$ cat src/rtl/wb_arbiter_if.sv
// wb_arbiter_if: one Wishbone classic port; master modport drives the request, slave modport answers it
interface wb_arbiter_if #(
  parameter int AW = 32,
  parameter int DW = 32
);
  logic          cyc;
  logic          stb;
  logic          we;
  logic [DW/8-1:0] sel;
  logic [AW-1:0] adr;
  logic [DW-1:0] dat_w;
  logic          ack;
  logic          err;
  logic [DW-1:0] dat_r;
  modport master (output cyc, stb, we, sel, adr, dat_w, input ack, err, dat_r);
  modport slave  (input cyc, stb, we, sel, adr, dat_w, output ack, err, dat_r);
endinterface

$ cat src/rtl/wb_arbiter.sv
// wb_arbiter: round-robin two-master Wishbone arbiter; WB_ARB_TIMEOUT_EN adds an ack-wait timeout
module wb_arbiter #(
  parameter int AW      = 32,
  parameter int DW      = 32,
  parameter int TIMEOUT = 16
) (
  input  logic          clk,
  input  logic          rst,
  wb_arbiter_if.slave   wbi,
  wb_arbiter_if.slave   wbd,
  wb_arbiter_if.master  wbs
);
  typedef enum logic [1:0] {IDLE, GNT_I, GNT_D} state_t;
  state_t state_q, state_d;
  logic   last_d_q, last_d_d;
  logic   gi, gd, to;
  assign gi = state_q == GNT_I;
  assign gd = state_q == GNT_D;
`ifdef WB_ARB_TIMEOUT_EN
  localparam int CW = $clog2(TIMEOUT + 1);
  logic [CW-1:0] cnt_q, cnt_d;
  assign to = cnt_q == CW'(TIMEOUT);
  // count consecutive unanswered strobe cycles within one grant
  always_comb
    cnt_d = (state_d != state_q || to || wbs.ack || wbs.err || !wbs.stb) ? '0 : cnt_q + 1'b1;
  // timeout counter register
  always_ff @(posedge clk)
    cnt_q <= rst ? '0 : cnt_d;
`else
  assign to = 1'b0;
`endif
  // route the granted master to the slave, and terminations back only to it
  always_comb begin
    wbs.cyc   = gi ? wbi.cyc   : gd ? wbd.cyc   : 1'b0;
    wbs.stb   = (gi ? wbi.stb  : gd ? wbd.stb   : 1'b0) & ~to;
    wbs.we    = gi ? wbi.we    : gd ? wbd.we    : 1'b0;
    wbs.sel   = gi ? wbi.sel   : gd ? wbd.sel   : '0;
    wbs.adr   = gi ? wbi.adr   : gd ? wbd.adr   : '0;
    wbs.dat_w = gi ? wbi.dat_w : gd ? wbd.dat_w : '0;
    wbi.ack   = gi & wbs.ack & ~to;
    wbd.ack   = gd & wbs.ack & ~to;
    wbi.err   = gi & (wbs.err | to);
    wbd.err   = gd & (wbs.err | to);
    wbi.dat_r = wbs.dat_r;
    wbd.dat_r = wbs.dat_r;
  end
  // arbitration: tie goes to the master not granted last; grant held until cyc drops
  always_comb begin
    state_d  = state_q == IDLE
             ? (wbi.cyc && (!wbd.cyc || last_d_q) ? GNT_I : wbd.cyc ? GNT_D : IDLE)
             : ((gi && !wbi.cyc) || (gd && !wbd.cyc)) ? IDLE : state_q;
    last_d_d = (gi && !wbi.cyc) ? 1'b0 : (gd && !wbd.cyc) ? 1'b1 : last_d_q;
  end
  // state and last-grant registers
  always_ff @(posedge clk)
    if (rst) begin
      state_q  <= IDLE;
      last_d_q <= 1'b1;
    end else begin
      state_q  <= state_d;
      last_d_q <= last_d_d;
    end
endmodule

$ cat src/flat_wrapper.sv
// flat-port wrapper written by rule: the top's interface ports become plain ports
module wb_arbiter_flat 
#(
  parameter int AW      = 32,
  parameter int DW      = 32,
  parameter int TIMEOUT = 16
)
  (clk, rst, wbi_cyc, wbi_stb, wbi_we, wbi_sel, wbi_adr, wbi_dat_w, wbi_ack, wbi_err, wbi_dat_r, wbd_cyc, wbd_stb, wbd_we, wbd_sel, wbd_adr, wbd_dat_w, wbd_ack, wbd_err, wbd_dat_r, wbs_cyc, wbs_stb, wbs_we, wbs_sel, wbs_adr, wbs_dat_w, wbs_ack, wbs_err, wbs_dat_r);
  wb_arbiter_if #(.AW(AW), .DW(DW)) wbi_i ();
  wb_arbiter_if #(.AW(AW), .DW(DW)) wbd_i ();
  wb_arbiter_if #(.AW(AW), .DW(DW)) wbs_i ();
  input  logic clk;
  input  logic rst;
  input wire logic [$bits(wbi_i.cyc)-1:0] wbi_cyc;
  input wire logic [$bits(wbi_i.stb)-1:0] wbi_stb;
  input wire logic [$bits(wbi_i.we)-1:0] wbi_we;
  input wire logic [$bits(wbi_i.sel)-1:0] wbi_sel;
  input wire logic [$bits(wbi_i.adr)-1:0] wbi_adr;
  input wire logic [$bits(wbi_i.dat_w)-1:0] wbi_dat_w;
  output wire logic [$bits(wbi_i.ack)-1:0] wbi_ack;
  output wire logic [$bits(wbi_i.err)-1:0] wbi_err;
  output wire logic [$bits(wbi_i.dat_r)-1:0] wbi_dat_r;
  input wire logic [$bits(wbd_i.cyc)-1:0] wbd_cyc;
  input wire logic [$bits(wbd_i.stb)-1:0] wbd_stb;
  input wire logic [$bits(wbd_i.we)-1:0] wbd_we;
  input wire logic [$bits(wbd_i.sel)-1:0] wbd_sel;
  input wire logic [$bits(wbd_i.adr)-1:0] wbd_adr;
  input wire logic [$bits(wbd_i.dat_w)-1:0] wbd_dat_w;
  output wire logic [$bits(wbd_i.ack)-1:0] wbd_ack;
  output wire logic [$bits(wbd_i.err)-1:0] wbd_err;
  output wire logic [$bits(wbd_i.dat_r)-1:0] wbd_dat_r;
  output wire logic [$bits(wbs_i.cyc)-1:0] wbs_cyc;
  output wire logic [$bits(wbs_i.stb)-1:0] wbs_stb;
  output wire logic [$bits(wbs_i.we)-1:0] wbs_we;
  output wire logic [$bits(wbs_i.sel)-1:0] wbs_sel;
  output wire logic [$bits(wbs_i.adr)-1:0] wbs_adr;
  output wire logic [$bits(wbs_i.dat_w)-1:0] wbs_dat_w;
  input wire logic [$bits(wbs_i.ack)-1:0] wbs_ack;
  input wire logic [$bits(wbs_i.err)-1:0] wbs_err;
  input wire logic [$bits(wbs_i.dat_r)-1:0] wbs_dat_r;
  assign wbi_i.cyc = wbi_cyc;
  assign wbi_i.stb = wbi_stb;
  assign wbi_i.we = wbi_we;
  assign wbi_i.sel = wbi_sel;
  assign wbi_i.adr = wbi_adr;
  assign wbi_i.dat_w = wbi_dat_w;
  assign wbi_ack = wbi_i.ack;
  assign wbi_err = wbi_i.err;
  assign wbi_dat_r = wbi_i.dat_r;
  assign wbd_i.cyc = wbd_cyc;
  assign wbd_i.stb = wbd_stb;
  assign wbd_i.we = wbd_we;
  assign wbd_i.sel = wbd_sel;
  assign wbd_i.adr = wbd_adr;
  assign wbd_i.dat_w = wbd_dat_w;
  assign wbd_ack = wbd_i.ack;
  assign wbd_err = wbd_i.err;
  assign wbd_dat_r = wbd_i.dat_r;
  assign wbs_cyc = wbs_i.cyc;
  assign wbs_stb = wbs_i.stb;
  assign wbs_we = wbs_i.we;
  assign wbs_sel = wbs_i.sel;
  assign wbs_adr = wbs_i.adr;
  assign wbs_dat_w = wbs_i.dat_w;
  assign wbs_i.ack = wbs_ack;
  assign wbs_i.err = wbs_err;
  assign wbs_i.dat_r = wbs_dat_r;
  wb_arbiter #(.AW(AW), .DW(DW), .TIMEOUT(TIMEOUT)) u_core (.clk(clk), .rst(rst), .wbi(wbi_i), .wbd(wbd_i), .wbs(wbs_i));
endmodule
$ cat config.mk
export PLATFORM = sky130hd
export DESIGN_NAME = wb_arbiter_flat
export DESIGN_NICKNAME = d
export VERILOG_FILES = /design/src/rtl/wb_arbiter_if.sv /design/src/rtl/wb_arbiter.sv /design/src/flat_wrapper.sv
export SDC_FILE = /design/constraint.sdc
export NUM_CORES = 1
export LEC_CHECK = 0
export ABC_CLOCK_PERIOD_IN_PS = 1800
export BUFFER_PORTS_ARGS = -buffer_cell sky130_fd_sc_hd__buf_2
export CORE_AREA = 2 2 124 126
export CTS_BUF_LIST = sky130_fd_sc_hd__clkbuf_16
export CTS_CLUSTER_SIZE = 25
export DETAILED_ROUTE_END_ITERATION = 7
export DIE_AREA = 0 0 126 128
export HOLD_SLACK_MARGIN = 0.06
export PLACE_DENSITY = 0.47
export SLEW_MARGIN = 20
export SYNTH_ARGS = -nofsm -noshare
export SYNTH_HDL_FRONTEND = slang
export SYNTH_SLANG_ARGS = --single-unit
$ cat constraint.sdc
create_clock -name clk -period 1.8 [get_ports clk]
set_clock_uncertainty 0.1 [all_clocks]
set_input_delay 0.27 -clock clk [delete_from_list [all_inputs] [get_ports clk]]
set_output_delay 0.27 -clock clk [all_outputs]
set_load 0.01 [all_outputs]
---- Word-level counts from Yosys, hierarchy flattened ----
Index checks and enable logic that the tools add are counted.
word-level totals
  flip-flop bits (word level) ............. 3
  input bits .............................. 178
  output and inout bits ................... 139
  word-level logic and storage cells ...... 36
cells by class
  equal/unequal tests ..................... 2
  multiplexer cells ....................... 18
  bitwise logic cells ..................... 4
  reductions and logical operators ........ 10
operator list
  kind                  count
  $mux W32              4
  $mux W1               8
  $mux W2               4
  $mux W4               2
  $and A1 B1 Y1         4
  $reduce_bool A2 Y1    2
  $logic_and A1 B1 Y1   3
  $eq A2 B1 Y1 const B  1
  $eq A2 B2 Y1 const B  1
  $logic_not A1 Y1      2
  $logic_not A2 Y1      1
  $logic_or A1 B1 Y1    2

---- Depth between registers and ports, before layout ----
  depth in word-level cells ............... 5
  gate-level depth with buffers ........... 5
  mapped depth without buffers ............ 3

---- Least setup slack after synthesis ----
No wires, ideal clock.
  path type ............................... register to output
  start point ............................. reg u_core.state_q[1]
  end point ............................... out wbs_adr[0]
  data arrival time ....................... 1050 ps
  data required time ...................... 1430 ps
  slack ................................... 380 ps
  stages on the path, launching flop included .. 6
  buffers on the path ..................... 2
  path through ............................ dfxtp_1 -> buf_4 -> inv_2 -> nor2_2 -> buf_4 -> a22o_1
between the ends
  word-level cells in the longest chain between the ends .. 3
  elaborated cells between the ends (all ways) .. 4
  classes of those cells .................. eq/ne (2); mux (2)
ends and longest elaborated chain
  item                    line                text
  from (decl)             wb_arbiter.sv:14    state_t state_q, state_d;
  from (signal assigned)  wb_arbiter.sv:60    state_q <= state_d;
  $eq A2 B2 Y1            wb_arbiter.sv:18    assign gd = state_q == GNT_D;
  $mux W32                wb_arbiter.sv:38    wbs.adr = gi ? wbi.adr : gd ? wbd.adr : '0;
  $mux W32 *              wb_arbiter.sv:38
  to (decl)               flat_wrapper.sv:36  output wire logic [$bits(wbs_i.adr)-1:0] wbs_adr;
Mark *: on every way between the ends. The rest lies on a longest branch, timed or not.

---- Worst setup path in the final report ----
  start point ............................. reg u_core.state_q[0]
  end point ............................... out wbs_adr[3]
The elaborated chain is that of the path after synthesis.

==> summary.txt <==
Setup path
  • Crit-path cells: buf_12, nor2_4, buf_6, clkbuf_16, a22o_1, buf_2
  • Worst setup SP type: flop
  • Arrival time of the worst setup path: ~1500 ps
  • Maximum fanout along the worst path: 11
  • Worst path max stage delay: ~360 ps
  • R2r startpoint: u_core.state_q[1]$_SDFFE_PP0P_
  • Worst Path Buf+Inv: 4
  • Req. time, crit path: about 1400 ps
  • Setup crit end kind: output port
  • Slowest CP cell: dfxtp_4
  • R2r endpoint: u_core.last_d_q$_SDFFE_PP1P_
  • Setup CP Type: reg2out
  • Reg-to-reg slack, setup: between 700 and 800 ps
  • Worst R2R Path Depth: 3
  • Cell family with most CP delay: buffers and inverters

Synthesis
  • YS warnings: 0
  • Synthesized net count: 350
  • Flops & latches, synth: 3
  • Sequential area share after synthesis: 0.04396
  • Syn avg cell area: between 7 and 8 um2
  • Post-Syn Instances: 172
  • Unique masters post-synth: 15
  • Mapped cell area: ~0.0014 mm2

Global routing
  • Initial antenna violation count: 0
  • Gr usage total: 0.07402
  • First-pass GRT wire length: about 9400 um
  • Pin count of the biggest net entering global routing: between 40 and 50
  • Number of global-route vias before repair: 1795
  • Total gr overflow: 0

Timing
  • Fin Setup TNS: -102.1 ps
  • Post-route clock period utilization: 1.019
  • Crit path time final: roughly 1800 ps
  • Fin. max-slew vios: 0
  • Final Hold Slack: roughly 150 ps
  • Max_slew headroom: 0.7678
  • Fin. Hold Viols: 0
  • Setup ws final: -34.59 ps
  • Final setup violating endpoints: 9
  • Maximum clock frequency: approximately 0.55 GHz
  • Slew @ Worst Pin: 343.9 ps
  • RSZ-0062 raised after global routing: true

Placement
  • Port Buf Inserts: 220
  • DP Worst Slack: about 85 ps
  • DP Cell Count: slightly above 500
  • Hpwl dp: between 5000 and 6000 um
  • Placer Congestion: around 0.8

Clock tree
  • Later-pin clock latency in the skew report: approximately 220 ps
  • Clk slew on worst S/H paths: ~30 ps
  • H-Tree Level Count: 1
  • CTS tree: built
  • Clock sinks: 3
  • Root Buffer: clkbuf_16
  • Hold Buf Count CTS: 0
  • Clk buf depth: 2
  • CTS buffer count: 3

Detailed routing
  • DRT antenna net count: 0
  • Routed wire length: roughly 8400 um
  • Initial DRT Pass Iterations: 4
  • Routed len/inst: about 16 um
  • Drt via density: around 3.7
  • Detailed-route via count: around 2000
  • Initial DRC Count: 50
  • Residual DRC: 0

Cells and area
  • Commonest non-fill, non-tap cell in the layout: buf_2
  • Commonest cells after routing, fill and taps aside: 214 x buf_2, 71 x a22o_1, 10 x clkbuf_16
  • Fin nets: 514
  • Finished Core Util: 0.1774
  • Area Overhead vs Synth: 93.04%
  • Fin cells: 524
  • Layout cells sized above 1: 0.7373

Hold path
  • Hold Crit Class: in2reg
  • WHS Endpoint: u_core.state_q[0]$_SDFFE_PP0P_
  • Hold_sp: rst
  • Hold depth: 2

Floorplan
  • Core box area: 0.01486 mm2
  • Die Footprint: roughly 0.016 mm2
  • Initial Util: 0.09192
  • Die width: around 130 um
  • Top Ports: 317
  • Height of the die: between 100 and 150 um
  • Std cell rows: 45

Job
  • Maxcap violations: 0

Outcome
  • Status: complete, but fails checks
  • Failing checks: setup timing

Power
  • Peak supply drop: 0.0003849 V
  • Cell Pwr Density: between 400 and 500 mW/mm2
  • Leak Pwr: between 1.5 and 2 nW
==> layer usage <==
layer  wire [um]  GRT usage
met3         791    0.01753
met4         332    0.03943
met2        3899     0.1328
met1        3350    0.08075
met5           0          0
==> kinds of logic (layout without fill, tap and decap cells) <==
group / count (synthesis) / after routing / synth area share
AND/OR/NAND/NOR: 12 / 12 / 0.05311
buffers and inverters: 81 / 244 / 0.4267
other: 0 / 1 / 0
flip-flops: 3 / 3 / 0.04396
AO/OA/AOI/OAI: 76 / 76 / 0.4762
==> flip-flops by register name, summed over array words and instances, names as in the netlist <==
name / cells
u_core.state_q: 2
u_core.last_d_q: 1
==> where the power goes <==
part | switching [mW] | internal (mW)
logic | 0.374 | 0.465
clock network | 0.0604 | 0.286
registers | 0.00783 | 0.0725
==> worst max-delay path by stage <==
stage	startpoint	to	slack, ps	depth (start not counted)
after global placement	u_core.state_q[0]$_SDFFE_PP0P_	wbs_stb	100	5
after detailed placement	u_core.state_q[0]$_SDFFE_PP0P_	wbs_stb	90	5
after floorplan	u_core.state_q[1]$_SDFFE_PP0P_	wbs_adr[0]	380	5
final	u_core.state_q[0]$_SDFFE_PP0P_	wbs_adr[3]	-30	6
after global routing	u_core.state_q[0]$_SDFFE_PP0P_	wbs_adr[12]	-80	6
after CTS	u_core.state_q[0]$_SDFFE_PP0P_	wbs_stb	-30	6
==> worst reg2reg max path: stages, from the launching register on <==
cell      delay, ps
dfxtp_2         330
buf_4           150
o21ai_0         180
o311ai_0        170
==> cell type report <==
cell class / count / area, um2
inverters: 2 / 10.01
diodes: 1 / 2.502
clock inverters: 1 / 3.754
fillers: 1713 / 12230
clock buffers: 3 / 75.07
repair buffers: 238 / 1518
multi-input cells: 88 / 728.2
flip-flops and latches: 3 / 65.06
well taps: 188 / 235.2
==> cells in the mapped netlist <==
master,number,share of area
dfxtp_1,3,0.044
a21oi_1,2,0.0073
nor2_1,3,0.0082
buf_4,72,0.40
buf_2,7,0.026
nor2_4,1,0.0082
a22o_1,71,0.46
and3_1,4,0.018
nor3b_1,1,0.0055
nor2_2,1,0.0046
nor3_1,1,0.0037
nor2b_1,1,0.0046
inv_2,2,0.0055
o311ai_0,1,0.0064
o21ai_0,2,0.0073
==> repair_timing <==
item | in CTS | in global routing
endpoints found under the setup margin | 71 | 71
gates cloned | 1 | 8
resized for setup | 3 | 16
setup buffers | 1 | 3
pin swaps | 1 | 11
==> through the flow <==
stage | area, um2 | power (mW)
after floorplan | 1366 | 0.5485
after global placement | 2207 | 0.7563
after detailed placement | 2207 | 0.7502
after CTS | 2346 | 1.138
after global routing | 2635 | 1.346
final | 2638 | 1.266
Note: power is estimated with default switching activity, not from simulation.
